## src/rtl/seq_alu_pkg.sv

```systemverilog
// Shared definitions for the sequential ALU: opcode constants, FSM state
// encoding and the registered flag bundle.
// Optional multiply support is selected elsewhere by the SEQ_ALU_MUL_EN macro.
package seq_alu_pkg;

  localparam logic [2:0] OP_ADD  = 3'b000;
  localparam logic [2:0] OP_SUB  = 3'b001;
  localparam logic [2:0] OP_AND  = 3'b010;
  localparam logic [2:0] OP_OR   = 3'b011;
  localparam logic [2:0] OP_SLTU = 3'b100;
  localparam logic [2:0] OP_SLT  = 3'b101;
  localparam logic [2:0] OP_XOR  = 3'b110;
  localparam logic [2:0] OP_MUL  = 3'b111;

  typedef logic [1:0] state_t;

  localparam state_t ST_IDLE = 2'd0;
  localparam state_t ST_BUSY = 2'd1;
  localparam state_t ST_DONE = 2'd2;

  typedef struct packed {
    logic z;
    logic c;
    logic v;
  } flags_t;

endpackage

```

## src/rtl/seq_alu_if.sv

```systemverilog
// Operation/result handshake bundle for seq_alu.
// master: producer of operations and consumer of results (the environment).
// slave : the ALU itself.
//   in_valid/in_ready, op, a, b     -- operation channel
//   out_valid/out_ready, result,
//   z_flag, c_flag, v_flag          -- result channel
interface seq_alu_if #(
  parameter int unsigned WIDTH = 32
);

  logic             in_valid;
  logic             in_ready;
  logic [2:0]       op;
  logic [WIDTH-1:0] a;
  logic [WIDTH-1:0] b;
  logic             out_valid;
  logic             out_ready;
  logic [WIDTH-1:0] result;
  logic             z_flag;
  logic             c_flag;
  logic             v_flag;

  modport master (
    output in_valid, op, a, b, out_ready,
    input  in_ready, out_valid, result, z_flag, c_flag, v_flag
  );

  modport slave (
    input  in_valid, op, a, b, out_ready,
    output in_ready, out_valid, result, z_flag, c_flag, v_flag
  );

endinterface

```

## src/rtl/seq_alu_core.sv

```systemverilog
// Combinational single-cycle ALU datapath.
// Ports:
//   i_op        operation code
//   i_a, i_b    operands
//   o_result_c  combinational result
//   o_flags_c   combinational {z, c, v}
// Opcode 111 evaluates as add here; the multiply path (SEQ_ALU_MUL_EN) lives
// in the top level.
module seq_alu_core
  import seq_alu_pkg::*;
#(
  parameter int unsigned WIDTH = 32
) (
  input  logic [2:0]       i_op,
  input  logic [WIDTH-1:0] i_a,
  input  logic [WIDTH-1:0] i_b,
  output logic [WIDTH-1:0] o_result_c,
  output flags_t           o_flags_c
);

  localparam int unsigned MSB = WIDTH - 1;

  logic [WIDTH:0]   w_sum;
  logic [WIDTH:0]   w_diff;
  logic             w_add_v;
  logic             w_sub_v;
  logic             w_lt_u;
  logic             w_lt_s;
  logic [WIDTH-1:0] w_res;
  logic             w_c;
  logic             w_v;

  // Extended arithmetic: the extra top bit is carry (add) or borrow (sub).
  assign w_sum   = {1'b0, i_a} + {1'b0, i_b};
  assign w_diff  = {1'b0, i_a} - {1'b0, i_b};
  assign w_add_v = (i_a[MSB] == i_b[MSB]) && (w_sum[MSB]  != i_a[MSB]);
  assign w_sub_v = (i_a[MSB] != i_b[MSB]) && (w_diff[MSB] != i_a[MSB]);
  assign w_lt_u  = (i_a < i_b);
  assign w_lt_s  = ($signed(i_a) < $signed(i_b));

  // Result/flag select; logical and compare ops never report carry/overflow.
  always_comb begin
    w_res = w_sum[WIDTH-1:0];
    w_c   = w_sum[WIDTH];
    w_v   = w_add_v;
    case (i_op)
      OP_SUB: begin
        w_res = w_diff[WIDTH-1:0];
        w_c   = w_diff[WIDTH];
        w_v   = w_sub_v;
      end
      OP_AND: begin
        w_res = i_a & i_b;
        w_c   = 1'b0;
        w_v   = 1'b0;
      end
      OP_OR: begin
        w_res = i_a | i_b;
        w_c   = 1'b0;
        w_v   = 1'b0;
      end
      OP_XOR: begin
        w_res = i_a ^ i_b;
        w_c   = 1'b0;
        w_v   = 1'b0;
      end
      OP_SLTU: begin
        w_res = {{(WIDTH-1){1'b0}}, w_lt_u};
        w_c   = 1'b0;
        w_v   = 1'b0;
      end
      OP_SLT: begin
        w_res = {{(WIDTH-1){1'b0}}, w_lt_s};
        w_c   = 1'b0;
        w_v   = 1'b0;
      end
      default: ;
    endcase
  end

  assign o_result_c  = w_res;
  assign o_flags_c.z = (w_res == '0);
  assign o_flags_c.c = w_c;
  assign o_flags_c.v = w_v;

endmodule

```

## src/rtl/seq_alu.sv

```systemverilog
// Sequential ALU top: handshake, IDLE/BUSY/DONE FSM, optional iterative
// multiply and registered result/flags.
// Ports:
//   clk    rising-edge clock
//   rst_n  asynchronous active-low reset
//   bus    seq_alu_if.slave (operation and result channels)
// Macro SEQ_ALU_MUL_EN: op 111 becomes a WIDTH-cycle unsigned shift-add
// multiply; when undefined, op 111 behaves as add.
module seq_alu
  import seq_alu_pkg::*;
#(
  parameter int unsigned WIDTH = 32
) (
  input  logic     clk,
  input  logic     rst_n,
  seq_alu_if.slave bus
);

  state_t           r_state;
  state_t           w_state_next;
  logic             r_out_valid;
  logic [WIDTH-1:0] r_result;
  flags_t           r_flags;

  logic             w_in_ready;
  logic             w_accept;
  logic             w_is_mul;
  logic             w_last;
  logic             w_load_single;
  logic             w_load_mul;
  logic [WIDTH-1:0] w_core_result;
  flags_t           w_core_flags;
  logic [WIDTH-1:0] w_mul_result;
  flags_t           w_mul_flags;

  seq_alu_core #(
    .WIDTH (WIDTH)
  ) u_core (
    .i_op       (bus.op),
    .i_a        (bus.a),
    .i_b        (bus.b),
    .o_result_c (w_core_result),
    .o_flags_c  (w_core_flags)
  );

  assign w_in_ready = (r_state == ST_IDLE) || ((r_state == ST_DONE) && bus.out_ready);
  assign w_accept   = bus.in_valid && w_in_ready;

`ifdef SEQ_ALU_MUL_EN
  localparam int unsigned CNT_W = $clog2(WIDTH);

  logic [CNT_W-1:0]   r_cnt;
  logic [2*WIDTH-1:0] r_mcand;
  logic [2*WIDTH-1:0] r_prod;
  logic [WIDTH-1:0]   r_mplier;
  logic [2*WIDTH-1:0] w_prod_next;

  assign w_is_mul    = (bus.op == OP_MUL);
  assign w_last      = (r_cnt == CNT_W'(WIDTH - 1));
  assign w_prod_next = r_prod + (r_mplier[0] ? r_mcand : '0);

  // Final iteration's partial sum is the full product.
  assign w_load_mul    = (r_state == ST_BUSY) && w_last;
  assign w_mul_result  = w_prod_next[WIDTH-1:0];
  assign w_mul_flags.z = (w_prod_next[WIDTH-1:0] == '0);
  assign w_mul_flags.c = |w_prod_next[2*WIDTH-1:WIDTH];
  assign w_mul_flags.v = 1'b0;

  // Shift-add iteration: one multiplier bit consumed per BUSY cycle.
  always_ff @(posedge clk or negedge rst_n) begin
    if (!rst_n) begin
      r_cnt    <= '0;
      r_mcand  <= '0;
      r_prod   <= '0;
      r_mplier <= '0;
    end else if (w_accept && w_is_mul) begin
      r_cnt    <= '0;
      r_mcand  <= {{WIDTH{1'b0}}, bus.a};
      r_prod   <= '0;
      r_mplier <= bus.b;
    end else if (r_state == ST_BUSY) begin
      r_cnt    <= r_cnt + CNT_W'(1);
      r_mcand  <= r_mcand << 1;
      r_prod   <= w_prod_next;
      r_mplier <= r_mplier >> 1;
    end
  end
`else
  assign w_is_mul     = 1'b0;
  assign w_last       = 1'b1;
  assign w_load_mul   = 1'b0;
  assign w_mul_result = '0;
  assign w_mul_flags  = '0;
`endif

  assign w_load_single = w_accept && !w_is_mul;

  // State register.
  always_ff @(posedge clk or negedge rst_n) begin
    if (!rst_n) begin
      r_state <= ST_IDLE;
    end else begin
      r_state <= w_state_next;
    end
  end

  // Next-state logic; an accept in DONE overlaps the drain of the old result.
  always_comb begin
    w_state_next = r_state;
    case (r_state)
      ST_IDLE: begin
        if (w_accept) w_state_next = w_is_mul ? ST_BUSY : ST_DONE;
      end
      ST_BUSY: begin
        if (w_last) w_state_next = ST_DONE;
      end
      ST_DONE: begin
        if (w_accept)          w_state_next = w_is_mul ? ST_BUSY : ST_DONE;
        else if (bus.out_ready) w_state_next = ST_IDLE;
      end
      default: w_state_next = ST_IDLE;
    endcase
  end

  // Output registers; held unchanged while a result waits on out_ready.
  always_ff @(posedge clk or negedge rst_n) begin
    if (!rst_n) begin
      r_out_valid <= 1'b0;
      r_result    <= '0;
      r_flags     <= '0;
    end else begin
      r_out_valid <= (w_state_next == ST_DONE);
      if (w_load_single) begin
        r_result <= w_core_result;
        r_flags  <= w_core_flags;
      end else if (w_load_mul) begin
        r_result <= w_mul_result;
        r_flags  <= w_mul_flags;
      end
    end
  end

  assign bus.in_ready  = w_in_ready;
  assign bus.out_valid = r_out_valid;
  assign bus.result    = r_result;
  assign bus.z_flag    = r_flags.z;
  assign bus.c_flag    = r_flags.c;
  assign bus.v_flag    = r_flags.v;

endmodule

```

## src/flat_wrapper.sv

```systemverilog
// flat-port wrapper written by rule: the top's interface ports become plain ports
module seq_alu_flat import seq_alu_pkg::*;
#(
  parameter int unsigned WIDTH = 32
)
  (clk, rst_n, bus_in_valid, bus_op, bus_a, bus_b, bus_out_ready, bus_in_ready, bus_out_valid, bus_result, bus_z_flag, bus_c_flag, bus_v_flag);
  seq_alu_if #(.WIDTH(WIDTH)) bus_i ();
  input  logic clk;
  input  logic rst_n;
  input wire logic [$bits(bus_i.in_valid)-1:0] bus_in_valid;
  input wire logic [$bits(bus_i.op)-1:0] bus_op;
  input wire logic [$bits(bus_i.a)-1:0] bus_a;
  input wire logic [$bits(bus_i.b)-1:0] bus_b;
  input wire logic [$bits(bus_i.out_ready)-1:0] bus_out_ready;
  output wire logic [$bits(bus_i.in_ready)-1:0] bus_in_ready;
  output wire logic [$bits(bus_i.out_valid)-1:0] bus_out_valid;
  output wire logic [$bits(bus_i.result)-1:0] bus_result;
  output wire logic [$bits(bus_i.z_flag)-1:0] bus_z_flag;
  output wire logic [$bits(bus_i.c_flag)-1:0] bus_c_flag;
  output wire logic [$bits(bus_i.v_flag)-1:0] bus_v_flag;
  assign bus_i.in_valid = bus_in_valid;
  assign bus_i.op = bus_op;
  assign bus_i.a = bus_a;
  assign bus_i.b = bus_b;
  assign bus_i.out_ready = bus_out_ready;
  assign bus_in_ready = bus_i.in_ready;
  assign bus_out_valid = bus_i.out_valid;
  assign bus_result = bus_i.result;
  assign bus_z_flag = bus_i.z_flag;
  assign bus_c_flag = bus_i.c_flag;
  assign bus_v_flag = bus_i.v_flag;
  seq_alu #(.WIDTH(WIDTH)) u_core (.clk(clk), .rst_n(rst_n), .bus(bus_i));
endmodule
```

## config.mk

```make
export PLATFORM = sky130hd
export DESIGN_NAME = seq_alu_flat
export DESIGN_NICKNAME = d
export VERILOG_FILES = /design/src/rtl/seq_alu_pkg.sv /design/src/rtl/seq_alu_if.sv /design/src/rtl/seq_alu_core.sv /design/src/rtl/seq_alu.sv /design/src/flat_wrapper.sv
export SDC_FILE = /design/constraint.sdc
export NUM_CORES = 1
export LEC_CHECK = 0
export ABC_AREA = 0
export CORE_ASPECT_RATIO = 1.5
export CORE_UTILIZATION = 43
export DETAILED_ROUTE_END_ITERATION = 10
export GPL_TIMING_DRIVEN = 0
export PLACE_DENSITY = 0.66
export SETUP_SLACK_MARGIN = 0.2
export SLEW_MARGIN = 20
export SYNTH_ARGS = -nofsm -noshare
export SYNTH_HDL_FRONTEND = slang
export SYNTH_SLANG_ARGS = --single-unit
```

## constraint.sdc

```tcl
create_clock -name clk -period 3.32 [get_ports clk]
set_input_delay 0.996 -clock clk [delete_from_list [all_inputs] [get_ports clk]]
set_output_delay 0.996 -clock clk [all_outputs]
set_load 0.02 [all_outputs]
```

==> impl_metrics.toml, run 1 <==
[routing]
vias = 9818
drc = 0
drtIter0Drc = 944
drt-pass1-iter-count = 6
drtAntennaViolNets = 0
routed_wl_um = 34520
drt-vias-per-instance = 6.451
wire_per_inst_um = 22.68

[setup_path]
cp_slowest_cell = "or4b_4"
startpoint_type = "input port"
crit_family = "simple AND/OR/NAND/NOR gates"
max_stage_delay_ps = 570
cp_max_fo = 2
crit_chain = "buf_12 -> inv_12 -> ha_4 -> buf_8 -> or4_4 -> or4b_4 -> a21oi_4 -> or2_4 -> o31ai_4 -> a211o_1 -> a31oi_4 -> nand4_1 -> nor4_1 -> nand2_1 -> o41ai_2"
path_buf_inv = 3
critPathRequiredTime_ps = 3510
crit_arrival_ps = 4430
crit_type = "in -> reg"
endpoint_kind = "flip-flop"

[die]
io_pins = 108
fp.coreArea_um2 = 16690
die_x_um = 108.5
dieArea_um2 = 17550
initial_core_util = 0.4383
rows = 58
die_h_um = 161.8

[place]
place_hpwl_um = 24020
place_congestion = 1.010
io_buffers = 106
placed_cell_area_um2 = 8970

[cells_and_area]
regArea_um2 = 950.9
fill_cells = 1235
layout-drive-gt1-share = 0.4101
layout_commonest_cell = "buf_4"
layout.nets = 1480
area_growth_pct = 66.99
fin_area_um2 = 12220
multiInputGateArea_um2 = 7460
diodes = 0
postLayoutCoreUtil = 0.7319
layout_common_cells = "buf_4, nand2_1, nor2_1, a21oi_1, ha_1"

[clocking]
cts_buffer_depth = 2
cts-buffers-inserted = 5
htreeDepth = 2
insertion_delay_ps = 290
clkSinkCount = 38
cts_tree = "yes"
cts_root_buf = "clkbuf_16"
clkTransAtPathRegs_ps = 60

[outcome]
status = "complete, but fails checks"
failed_checks = "negative setup slack"

[grt]
grt_remaining_overflow = 0
grt_pass1_wl_um = 50140
track_usage = 0.3720
grt_pass1_vias = 9223
grt_antenna_before_repair = 0
grt_max_degree = 34

[sta]
final.setup.worst_slack_ps = -923.4
min_period_over_period = 1.278
drv_slew = 0
finalSetupViolCount = 14
timing.final.hold_violations = 0
slew_headroom = 0.5388
rsz0062_at_grt = "true"
post-route-min-period_ps = 4243
max_freq_mhz = 235.7
worstMarginPinSlew_ps = 685.9
clock_skew_ps = 6.165

[yosys]
ys_ff_latch = 38
async_reset_ff_frac = 1.000
ys_types = 92
avgSynthCellArea_um2 = 6.961
syn_inst = 1051
syn_area_um2 = 7316
ys.flop_type = "dfrtp_1"
ys_warn_count = 0
synth-edff-count = 0
seq_area_frac_synth = 0.1300
syn-num-nets = 1220

[pwr]
p_leak_nw = 5.277
ir_drop_uv = 427.7
power.density_nw_per_um2 = 297.4

[min_path]
hp-class = "reg -> reg"

[run]
cap_violations = 0
-- worst paths after layout --
check,startpoint,to,slack (ps),cells past startpoint
worst max register to register,u_core.r_state[0],u_core.bus.z_flag,290,11
worst min register to register,u_core.bus.result[10],u_core.bus.result[10],470,2
worst max-delay path,bus_a[13],u_core.bus.z_flag,-920,15
min in group asynchronous,rst_n,u_core.bus.result[1],530,1
worst min-delay path,u_core.bus.result[10],u_core.bus.result[10],470,2
max in group asynchronous,rst_n,u_core.bus.result[13],2390,2
-- per-stage QoR --
stage                     worst slack [ps]  instances  hold slack, ps  total power, W  TNS (ps)
after floorplan                     -565.4       1051           468.0        0.001702     -1889
after global placement               -1826       1367           457.9        0.002355    -31920
after detailed placement             -1835       1368           462.3        0.002372    -32480
after CTS                           -864.9       1480           474.1        0.003331     -3850
after global routing                -892.4       1522           493.6        0.003800     -6050
final                               -923.4       1522           470.9        0.003634     -5191
-- routing by layer --
metal | up-vias | GRT usage | share of wire | wire length (um)
met5 | - | 0 | 0 | 0
met4 | 0 | 0.2715 | 0.083 | 2878
met3 | 207 | 0.04454 | 0.085 | 2919
met2 | 693 | 0.6309 | 0.48 | 16470
met1 | 4573 | 0.4225 | 0.36 | 12260
li1 | 4345 | - | - | -
-- worst register-to-register path, delay by kind of cell, from the launching register on --
| kind | cells | cell delay [ps] |
|---|---|---|
| AOI/OAI and AO/OA | 5 | 1270 |
| buffers and inverters | 1 | 110 |
| DFF | 1 | 370 |
| and+or+nand+nor | 5 | 1180 |
-- kinds of logic (layout without fill, tap and decap cells) --
kind of cell	count (synthesis)	in the layout	synth area share
compound gates	402	402	0.3744
xor+xnor	6	6	0.007183
fa+ha+maj	98	98	0.1697
buf+inv	173	434	0.09338
flops	38	38	0.1300
mux	17	17	0.02514
other cells	1	1	0.0005126
simple gates	316	316	0.1998
-- power breakdown --
| group | internal, W | leakage [nW] | switching (W) |
|---|---|---|---|
| registers | 0.000564 | 0.475 | 0.0000537 |
| clock network | 0.000278 | 0.0708 | 0.000185 |
| logic | 0.00116 | 4.73 | 0.00139 |
| total | 0.00200 | 5.28 | 0.00163 |
-- area by class of cell --
class / count / area share
Multi-Input combinational cell: 840 / 0.6106
Timing Repair Buffer: 253 / 0.1852
Sequential cell: 38 / 0.07784
Buffer: 65 / 0.05315
Inverter: 108 / 0.04005
Tap cell: 210 / 0.02151
Clock buffer: 6 / 0.01055
Clock inverter: 2 / 0.001127
-- flip-flops by register name, indices dropped and copies added, names as in the netlist --
register              cells
u_core.bus.result        32
u_core.r_state            2
u_core.bus.c_flag         1
u_core.bus.out_valid      1
u_core.bus.v_flag         1
u_core.bus.z_flag         1
-- what timing repair did --
action,in CTS,in global routing
gates resized for setup,511,168
pin swaps,126,70
gates cloned,2,0
buffers inserted,102,42
setup endpoints to repair,36,31
endpoints found under the hold margin,0,0
hold buffers,0,0
-- synthesized netlist by cell type (all sizes together) (5+ instances only) --
cell / n / area share
nor2b: 13 / 0.011
ha: 96 / 0.16
nor3: 14 / 0.010
a221oi: 5 / 0.0060
a211o: 6 / 0.0072
o31a: 10 / 0.012
inv: 106 / 0.054
a31oi: 14 / 0.012
o21bai: 11 / 0.011
nand4: 9 / 0.0077
buf: 15 / 0.012
a21boi: 8 / 0.0087
o21ai: 88 / 0.060
o221ai: 9 / 0.012
a2bb2oi: 5 / 0.0068
a2111oi: 5 / 0.0060
xnor2: 6 / 0.0072
a211oi: 22 / 0.023
nor2: 83 / 0.043
mux2: 11 / 0.017
nor4: 8 / 0.0077
dfrtp: 38 / 0.13
and2: 5 / 0.0043
a21o: 16 / 0.016
clkbuf: 50 / 0.026
o211ai: 18 / 0.018
nand2: 128 / 0.066
o311ai: 7 / 0.0084
o31ai: 14 / 0.015
nand2b: 12 / 0.010
a221o: 6 / 0.0084
a21oi: 94 / 0.065
o22ai: 9 / 0.0077
o41ai: 8 / 0.011
or2: 5 / 0.0043
mux2i: 6 / 0.0082
nand3: 18 / 0.012
No activity file was read; power rests on OpenSTA's default activity.
==> run 2: changes to the inputs <==
Settings changed: CTS_BUF_LIST set to sky130_fd_sc_hd__clkbuf_8, PLACE_DENSITY 0.66 to 0.71.
==> impl_metrics.toml, run 2 (synthesized netlist as in run 1, its figures left out) <==
[outcome]
status = "complete, but fails checks"
failed_checks = "negative setup slack"

[place]
place_congestion = 1.044
dp_slack_ps = -1922
placed_cell_area_um2 = 8970
io_buffers = 106
place_hpwl_um = 24340

[sta]
slew_headroom = 0.5413
rsz0062_at_grt = "true"
final.setup.worst_slack_ps = -797.8
tns_ps = -3795
post-route-min-period_ps = 4118
worstMarginPinSlew_ps = 688.0
timing.final.hold_violations = 0
finalSetupViolCount = 13
max_freq_mhz = 242.8
drv_slew = 0
min_period_over_period = 1.240
clock_skew_ps = 6.531

[grt]
grt_pass1_vias = 9457
grt_max_degree = 33
grt_pass1_wl_um = 50410
grt_antenna_before_repair = 0
grt_remaining_overflow = 0
track_usage = 0.3739

[min_path]
hp-class = "reg -> reg"
min_from = "u_core.bus.result[22]"

[setup_path]
crit_start = "bus_b[13]"
crit_arrival_ps = 4330
critPathRequiredTime_ps = 3530
max_stage_delay_ps = 530
cp_slowest_cell = "or4_4"
cp_max_fo = 2
r2r-start = "u_core.r_state[1]"
cpMostUsedCell = "buf_8"
crit_type = "in -> reg"
startpoint_type = "input port"
rrSetupSlack_ps = 500
endpoint_kind = "flip-flop"
crit_chain = "buf_8 -> inv_6 -> ha_4 -> buf_8 -> or4_4 -> or4b_4 -> a21oi_4 -> buf_4 -> or2_4 -> o31ai_2 -> a211o_2 -> a31oi_4 -> nand4_1 -> nor4_2 -> nand2_1 -> o41ai_2"

[clocking]
insertion_delay_ps = 300
cts_tree = "yes"
cts_root_buf = "clkbuf_8"
clkTransAtPathRegs_ps = 80
cts_buffer_depth = 2
clkSinkCount = 38
cts-buffers-inserted = 5
htreeDepth = 2

[cells_and_area]
layout_commonest_cell = "nand2_1"
largest_reg_flops = 32
layout.nets = 1445
layout-drive-gt1-share = 0.3782
postLayoutCoreUtil = 0.6949
area_growth_pct = 58.54
diodes = 0
layout_common_cells = "nand2_1, buf_4, nor2_1, a21oi_1, o21ai_0"
fin_area_um2 = 11600

[routing]
vias = 9670
wire_per_inst_um = 22.49
drt-pass1-iter-count = 8
drtAntennaViolNets = 0
drc = 0
routed_wl_um = 33450
drt-vias-per-instance = 6.503
drtIter0Drc = 832

[die]
die_h_um = 161.8
dieArea_um2 = 17550
fp.coreArea_um2 = 16690
rows = 58
initial_core_util = 0.4383
die_x_um = 108.5
io_pins = 108

[run]
cap_violations = 0

[pwr]
p_leak_nw = 4.971
ir_drop_uv = 405.7
power.density_nw_per_um2 = 301.0
==> run 2: cell types whose count changed in the layout (fill, tap and decap cells not counted), sizes merged <==
cell           before  now
clkinv              4    3
dlygate4sd2        11   15
dlymetal6s2s        3    0
clkdlybuf4s50      53   51
clkdlybuf4s15       8    6
buf               187  161
inv               105  104
bufinv              0    2
clkinvlp            1    2
clkbuf             62   55
==> run 2: layer usage <==
layer	vias to the layer above	share of wire	track usage	wire length (um)
met5	-	0	0	0
met4	0	0.090	0.3108	3017
met3	214	0.076	0.04936	2552
met2	593	0.47	0.6272	15870
met1	4584	0.36	0.4126	12010
li1	4279	-	-	-
==> run 2: final cells by class <==
type / count / area (um2)
Multi-Input combinational cell: 840 / 7201
Fill cell: 1372 / 5092
Timing Repair Buffer: 218 / 1951
Sequential cell: 38 / 950.9
Buffer: 65 / 605.6
Inverter: 108 / 490.5
Tap cell: 210 / 262.8
Clock buffer: 5 / 68.82
Clock inverter: 3 / 68.82
==> run 2: where the power goes <==
| part | switching [W] | internal [W] | total (W) |
|---|---|---|---|
| clock network | 0.000177 | 0.000301 | 0.000478 |
| registers | 0.0000504 | 0.000562 | 0.000613 |
| logic | 0.00133 | 0.00107 | 0.00240 |
==> run 2: timing repair <==
action                     in CTS  in global routing
pin swaps                     103                 44
buffers inserted               93                 18
hold buffers                    0                  0
setup endpoints to repair      36                 32
gates resized for setup       520                 82
==> run 2: path summary, 6_finish.rpt <==
check                                        end  cells after the start
min reg2reg                u_core.bus.result[22]                      2
max reg2reg                    u_core.bus.z_flag                     11
min                        u_core.bus.result[22]                      2
max in group asynchronous  u_core.bus.result[21]                      2
min in group asynchronous   u_core.bus.result[7]                      1
max                            u_core.bus.z_flag                     16
==> run 2: through the flow <==
stage	power, W	hold WS, ps	std cells
global route	0.003656	503.7	1487
detailed placement	0.002379	464.2	1368
CTS	0.003314	475.7	1469
floorplan	0.001702	468.0	1051
finish	0.003491	476.2	1487
global placement	0.002364	459.0	1367
==> run 2: worst max-delay path, delay by kind of cell <==
family,cells,cell delay (ps)
and+or+nand+nor,6,1690
AOI/OAI and AO/OA,5,1030
buffers and inverters,4,410
adders and majority gates,1,200
